## src/rtl/mem_pkg.sv

```systemverilog
// Shared types and constants for the cache-side memory controller.
package mem_pkg;

  localparam int ADDR_WIDTH = 18;

  // addr[ADDR_WIDTH-1:ADDR_WIDTH-2] value that selects IO space
  localparam logic [1:0] IO_PREFIX = 2'b11;

  typedef enum logic [1:0] {
    GNT_NONE = 2'd0,
    GNT_IC   = 2'd1,
    GNT_DC   = 2'd2
  } grant_t;

endpackage

```

## src/rtl/mem_ctrl_if.sv

```systemverilog
// Cache-side request ports plus the RAM/IO byte bus of mem_ctrl.
interface mem_ctrl_if import mem_pkg::*; #(
  parameter int AW = ADDR_WIDTH
) ();

  logic          hci_rdy;
  logic          io_buffer_full;

  logic          dc_get_en;
  logic          dc_write_mode;
  logic [AW-1:0] dc_addr;
  logic [7:0]    dc_data;
  logic          dc_out_en;
  logic [7:0]    dc_content;

  logic          ic_get_en;
  logic [AW-1:0] ic_addr;
  logic          ic_out_en;
  logic [7:0]    ic_content;

  logic [7:0]    mem_din;
  logic [7:0]    mem_dout;
  logic [AW-1:0] mem_a;
  logic          mem_wr;

  modport slave (
    input  hci_rdy, io_buffer_full,
    input  dc_get_en, dc_write_mode, dc_addr, dc_data,
    output dc_out_en, dc_content,
    input  ic_get_en, ic_addr,
    output ic_out_en, ic_content,
    input  mem_din,
    output mem_dout, mem_a, mem_wr
  );

  modport master (
    output hci_rdy, io_buffer_full,
    output dc_get_en, dc_write_mode, dc_addr, dc_data,
    input  dc_out_en, dc_content,
    output ic_get_en, ic_addr,
    input  ic_out_en, ic_content,
    output mem_din,
    input  mem_dout, mem_a, mem_wr
  );

endinterface

```

## src/rtl/mem_port_mux.sv

```systemverilog
// Combinational grant (dcache over icache) and RAM/IO bus drive.
// With MEM_CTRL_IO_GUARD_EN defined, IO writes wait while the IO buffer is full.
module mem_port_mux import mem_pkg::*; #(
  parameter int AW = ADDR_WIDTH
) (
  input  logic          i_en,
  input  logic          i_dc_get_en,
  input  logic          i_dc_write_mode,
  input  logic [AW-1:0] i_dc_addr,
  input  logic [7:0]    i_dc_data,
  input  logic          i_ic_get_en,
  input  logic [AW-1:0] i_ic_addr,
  input  logic          i_io_buffer_full,
  input  logic [AW-1:0] i_mem_a_hold,
  output grant_t        o_grant,
  output logic [AW-1:0] o_mem_a,
  output logic          o_mem_wr,
  output logic [7:0]    o_mem_dout
);

  logic w_dc_blocked;

`ifdef MEM_CTRL_IO_GUARD_EN
  assign w_dc_blocked = i_dc_write_mode && i_io_buffer_full &&
                        (i_dc_addr[AW-1 -: 2] == IO_PREFIX);
`else
  logic w_unused_io_full;
  assign w_unused_io_full = i_io_buffer_full;
  assign w_dc_blocked     = 1'b0;
`endif

  // Without a grant the address is held so the RAM keeps re-reading the same byte.
  always_comb begin
    o_grant    = GNT_NONE;
    o_mem_a    = i_mem_a_hold;
    o_mem_wr   = 1'b0;
    o_mem_dout = 8'h00;
    if (i_en) begin
      if (i_dc_get_en && !w_dc_blocked) begin
        o_grant    = GNT_DC;
        o_mem_a    = i_dc_addr;
        o_mem_wr   = i_dc_write_mode;
        o_mem_dout = i_dc_data;
      end else if (i_ic_get_en) begin
        o_grant    = GNT_IC;
        o_mem_a    = i_ic_addr;
      end
    end
  end

endmodule

```

## src/rtl/mem_ctrl.sv

```systemverilog
// Byte-serial memory responder: one ack per accepted byte, one active cycle later.
// Optional IO write guard enabled by defining MEM_CTRL_IO_GUARD_EN.
//
//   state    | meaning
//   GNT_NONE | no byte accepted last active cycle, no ack due
//   GNT_IC   | icache byte accepted, ack due on next hci_rdy cycle
//   GNT_DC   | dcache byte accepted, ack due on next hci_rdy cycle
module mem_ctrl import mem_pkg::*; #(
  parameter int AW = ADDR_WIDTH
) (
  input  logic       clk,
  input  logic       rst,
  mem_ctrl_if.slave  bus
);

  grant_t        w_grant;
  grant_t        w_grant_d;
  grant_t        r_grant_q;
  logic          w_mem_wr;
  logic          w_wr_d;
  logic          r_wr_q;
  logic [AW-1:0] w_mem_a;
  logic [AW-1:0] r_mem_a;
  logic [7:0]    w_mem_dout;
  logic          w_dc_ack;
  logic          w_ic_ack;

  mem_port_mux #(.AW(AW)) u_mux (
    .i_en             (bus.hci_rdy && rst),
    .i_dc_get_en      (bus.dc_get_en),
    .i_dc_write_mode  (bus.dc_write_mode),
    .i_dc_addr        (bus.dc_addr),
    .i_dc_data        (bus.dc_data),
    .i_ic_get_en      (bus.ic_get_en),
    .i_ic_addr        (bus.ic_addr),
    .i_io_buffer_full (bus.io_buffer_full),
    .i_mem_a_hold     (r_mem_a),
    .o_grant          (w_grant),
    .o_mem_a          (w_mem_a),
    .o_mem_wr         (w_mem_wr),
    .o_mem_dout       (w_mem_dout)
  );

  always_ff @(posedge clk) begin
    if (!rst) begin
      r_grant_q <= GNT_NONE;
      r_wr_q    <= 1'b0;
      r_mem_a   <= '0;
    end else begin
      r_grant_q <= w_grant_d;
      r_wr_q    <= w_wr_d;
      r_mem_a   <= w_mem_a;
    end
  end

  // A stalled bus freezes the pending ack until hci_rdy returns.
  always_comb begin
    w_grant_d = r_grant_q;
    w_wr_d    = r_wr_q;
    if (bus.hci_rdy) begin
      w_grant_d = w_grant;
      w_wr_d    = w_mem_wr;
    end
  end

  assign w_dc_ack = bus.hci_rdy && (r_grant_q == GNT_DC);
  assign w_ic_ack = bus.hci_rdy && (r_grant_q == GNT_IC);

  assign bus.mem_a      = w_mem_a;
  assign bus.mem_wr     = w_mem_wr;
  assign bus.mem_dout   = w_mem_dout;
  assign bus.dc_out_en  = w_dc_ack;
  assign bus.ic_out_en  = w_ic_ack;
  assign bus.dc_content = (w_dc_ack && !r_wr_q) ? bus.mem_din : 8'h00;
  assign bus.ic_content = w_ic_ack ? bus.mem_din : 8'h00;

endmodule
```

## src/flat_wrapper.sv

```systemverilog
// flat-port wrapper written by rule: the top's interface ports become plain ports
module mem_ctrl_flat import mem_pkg::*;
#(
  parameter int AW = ADDR_WIDTH
)
  (clk, rst, bus_hci_rdy, bus_io_buffer_full, bus_dc_get_en, bus_dc_write_mode, bus_dc_addr, bus_dc_data, bus_dc_out_en, bus_dc_content, bus_ic_get_en, bus_ic_addr, bus_ic_out_en, bus_ic_content, bus_mem_din, bus_mem_dout, bus_mem_a, bus_mem_wr);
  mem_ctrl_if #(.AW(AW)) bus_i ();
  input  logic clk;
  input  logic rst;
  input wire logic [$bits(bus_i.hci_rdy)-1:0] bus_hci_rdy;
  input wire logic [$bits(bus_i.io_buffer_full)-1:0] bus_io_buffer_full;
  input wire logic [$bits(bus_i.dc_get_en)-1:0] bus_dc_get_en;
  input wire logic [$bits(bus_i.dc_write_mode)-1:0] bus_dc_write_mode;
  input wire logic [$bits(bus_i.dc_addr)-1:0] bus_dc_addr;
  input wire logic [$bits(bus_i.dc_data)-1:0] bus_dc_data;
  output wire logic [$bits(bus_i.dc_out_en)-1:0] bus_dc_out_en;
  output wire logic [$bits(bus_i.dc_content)-1:0] bus_dc_content;
  input wire logic [$bits(bus_i.ic_get_en)-1:0] bus_ic_get_en;
  input wire logic [$bits(bus_i.ic_addr)-1:0] bus_ic_addr;
  output wire logic [$bits(bus_i.ic_out_en)-1:0] bus_ic_out_en;
  output wire logic [$bits(bus_i.ic_content)-1:0] bus_ic_content;
  input wire logic [$bits(bus_i.mem_din)-1:0] bus_mem_din;
  output wire logic [$bits(bus_i.mem_dout)-1:0] bus_mem_dout;
  output wire logic [$bits(bus_i.mem_a)-1:0] bus_mem_a;
  output wire logic [$bits(bus_i.mem_wr)-1:0] bus_mem_wr;
  assign bus_i.hci_rdy = bus_hci_rdy;
  assign bus_i.io_buffer_full = bus_io_buffer_full;
  assign bus_i.dc_get_en = bus_dc_get_en;
  assign bus_i.dc_write_mode = bus_dc_write_mode;
  assign bus_i.dc_addr = bus_dc_addr;
  assign bus_i.dc_data = bus_dc_data;
  assign bus_dc_out_en = bus_i.dc_out_en;
  assign bus_dc_content = bus_i.dc_content;
  assign bus_i.ic_get_en = bus_ic_get_en;
  assign bus_i.ic_addr = bus_ic_addr;
  assign bus_ic_out_en = bus_i.ic_out_en;
  assign bus_ic_content = bus_i.ic_content;
  assign bus_i.mem_din = bus_mem_din;
  assign bus_mem_dout = bus_i.mem_dout;
  assign bus_mem_a = bus_i.mem_a;
  assign bus_mem_wr = bus_i.mem_wr;
  mem_ctrl #(.AW(AW)) u_core (.clk(clk), .rst(rst), .bus(bus_i));
endmodule
```

## config.mk

```make
export PLATFORM = sky130hd
export DESIGN_NAME = mem_ctrl_flat
export DESIGN_NICKNAME = d
export VERILOG_FILES = /design/src/rtl/mem_pkg.sv /design/src/rtl/mem_ctrl_if.sv /design/src/rtl/mem_port_mux.sv /design/src/rtl/mem_ctrl.sv /design/src/flat_wrapper.sv
export SDC_FILE = /design/constraint.sdc
export NUM_CORES = 1
export LEC_CHECK = 0
export ABC_AREA = 1
export ABC_CLOCK_PERIOD_IN_PS = 1300
export BUFFER_PORTS_ARGS = -buffer_cell sky130_fd_sc_hd__buf_2
export CORE_MARGIN = 3
export CORE_UTILIZATION = 43
export DETAILED_ROUTE_END_ITERATION = 8
export PLACE_DENSITY = 0.92
export REMOVE_ABC_BUFFERS = 1
export SLEW_MARGIN = 0
export SYNTH_ARGS = -nofsm -noshare
export SYNTH_HDL_FRONTEND = slang
export SYNTH_SLANG_ARGS = --single-unit
```

## constraint.sdc

```tcl
create_clock -name clk -period 1.3 [get_ports clk]
set_input_delay 0.13 -clock clk [delete_from_list [all_inputs] [get_ports clk]]
set_output_delay 0.13 -clock clk [all_outputs]
set_load 0.05 [all_outputs]
```

==> reports/metrics.csv <==
stage;metric;value;unit
outcome;outcome;complete, but fails checks;
outcome;violations;negative setup slack;
detailed_routing;vias;1949;
setup_path;path_delay_family;simple AND/OR/NAND/NOR gates;
detailed_routing;drt_iter0_markers;79;
setup_path;critPathLaunchType;flip-flop;
setup_path;cp_max_fo;8;
clocking;cts_tree;done;
cells_and_area;diodes;0;
yosys;synth.ff_latch_count;21;
clocking;cts_hold_buf;0;
cells_and_area;final_nets;431;
sta;slew_violations;0;
yosys;yosysWarningCount;0;
sta;fin_worst_skew;0;ps
setup_path;critPathBufInv;1;
floorplan;ioPinCount;104;
power_and_ir_drop;p_sw_share;41.0;%
power_and_ir_drop;fin_total_pwr;0.00212;W
placement;gp_congestion;0.775;
detailed_routing;wl;5320;um
yosys;syn-cell-area;1630;sq um
clocking;path_clk_slew;80;ps
sta;max_slew.worst_pin.slew;325;ps
setup_path;critical_path_required;1170;ps
clocking;h-tree-depth;1;
flow_run;max_cap_violations;0;
sta;setup_slack;-194;ps
sta;rsz0062_at_grt;true;
power_and_ir_drop;switchingPower;0.000869;W
global_routing;antenna_found_initial;0;
power_and_ir_drop;leakage;1.59;nW
cells_and_area;final_cell_mix;inv_1 (85), buf_2 (70), nand3_1 (50), nor2_1 (35), buf_4 (33);
setup_path;max_stage_delay;350;ps
detailed_routing;remaining_drc_errors;0;
global_routing;grtUsageTotal;22.1;%
sta;max_freq;0.669;GHz
power_and_ir_drop;clkPwrFrac;20.9;%
cells_and_area;final_util;73.5;%
detailed_routing;drt.antenna.violating_nets;0;
floorplan;fp.dieW;67.5;um
global_routing;grt_max_degree;38;
clocking;clock_latency;260;ps
floorplan;dieHeight;67.5;um
sta;min_period_over_period;115;%
clocking;clock-sinks;21;
clocking;cts-root-buf;clkbuf_8;
cells_and_area;synthToLayoutAreaGrowth;58.1;%
yosys;syn_avg_cell_area;6.35;sq um
power_and_ir_drop;power_density;825;nW/um^2
cells_and_area;drive_gt1_share;45.6;%
setup_path;path_cells;nor3_4 > nand2_4 > nor2_4 > buf_8;
cells_and_area;final_common_cell;inv_1;
cells_and_area;stdcell_area;2570;sq um
setup_path;arrival;1360;ps
floorplan;core-area;3490;sq um
clocking;clk_path_buf_depth;2;
floorplan;row_count;21;
yosys;synth_cells;256;
setup_path;worstSetupPathType;flip-flop to output pin;
power_and_ir_drop;combPwrFrac;45.9;%
floorplan;start_util;46.5;%
detailed_routing;first_pass_iters;4;
sta;setup_viol;18;
floorplan;die-area;4550;sq um
clocking;cts_buffers;3;
detailed_routing;vias_per_cell;4.67;
power_and_ir_drop;peakVddDrop;402;uV
placement;dp_hpwl;3300;um
cells_and_area;n_fill_cell;283;
placement;place.port_buffers;102;
setup_path;critPathCaptureType;output pin;
global_routing;grt_pass1_vias;1834;
global_routing;overflow;0;
min_path;hold_class;primary input to flip-flop;
yosys;yosys.cell_types.count;20;
detailed_routing;wire_per_inst;12.8;um
sta;max_slew_margin;78.3;%
sta;finalCriticalPeriod;1490;ps
power_and_ir_drop;p_int;0.00125;W
placement;place_inst;405;
yosys;yosysSeqAreaShare;25.9;%
sta;hold_violations;0;
setup_path;cp_slowest_cell;dfxtp_2;
placement;dpl-instance-area;2210;sq um
power_and_ir_drop;power_frac_seq;33.2;%
cells_and_area;stdcell_count;417;
global_routing;grt_pass1_wl;7700;um
cell type report:
class                   instances  area, sq um  share of cell area [%]
flip-flops and latches         21          423                    16.5
repair inverters                1         8.76                   0.341
repair buffers                122          851                    33.1
clock buffers                   4         45.0                    1.75
well taps                      46         57.6                    2.24
inverters                      88          343                    13.3
multi-input cells             135          842                    32.8
timing repair:
item                       CTS  global route
setup buffers                2             5
gates resized for setup     43            38
setup endpoints to repair   31            36
gates cloned                 0             1
pin swaps                    3             6
worst min-delay path, stage by stage:
cell and delay (ps):
buf_2 80, inv_1 50, o22ai_1 120
per-stage QoR:
stage	hold WS, ps	worst slack [ps]	TNS [ps]
finish	166	-194	-1790
global route	163	-269	-2880
CTS	143	-134	-1550
detailed placement	418	-59.3	-356
global placement	399	-15.1	-82.2
floorplan	295	-883	-7830
synth_stat cells, drive strengths merged:
library cell	count	share of area (%)
inv	88	21
nand3	75	31
nor2	45	11
dfxtp	21	26
buf	11	6.0
nand2	11	3.0
a22oi	1	0.46
clkbuf	1	0.23
nor3	1	0.62
o21ai	1	0.31
o22ai	1	0.39
flip-flops by register name, summed over array words and instances (netlist names):
signal            count
u_core.r_grant_q      2
u_core.r_mem_a       18
u_core.r_wr_q         1
worst paths after layout:
check,startpoint,endpoint,slack [ps],cells past startpoint
worst max-delay path,u_core.r_grant_q[0],bus_dc_content[1],-190,4
worst min-delay path,bus_dc_write_mode,u_core.r_wr_q,170,3
worst max register to register,u_core.r_mem_a[16],u_core.r_mem_a[16],500,5
worst min register to register,u_core.r_grant_q[1],u_core.r_grant_q[1],540,2
cell families after synthesis:
| logic type | after synthesis | share of synthesized area, % |
|---|---|---|
| buf+inv | 100 | 27.0 |
| flops | 21 | 25.9 |
| simple gates | 132 | 46.0 |
| compound gates | 3 | 1.15 |
metal layers:
metal	wire length [um]	up-vias	track usage [%]	part of all wire, %
met1	1880	876	21.6	35
met3	285	15	2.83	5.4
met4	161	0	10.9	3.0
li1	-	985	-	-
met5	0	-	0	0
met2	2990	73	44.1	56
power groups by stage:
stage | Combinational (W) | Sequential [W] | Clock [W]
global placement | 0.000846 | 0.000716 | 0
detailed placement | 0.000862 | 0.000718 | 0
floorplan | 0.000571 | 0.000715 | 0
global route | 0.00105 | 0.000710 | 0.000469
finish | 0.000973 | 0.000705 | 0.000444
CTS | 0.000905 | 0.000704 | 0.000447
(Power assumes the default switching activity.)
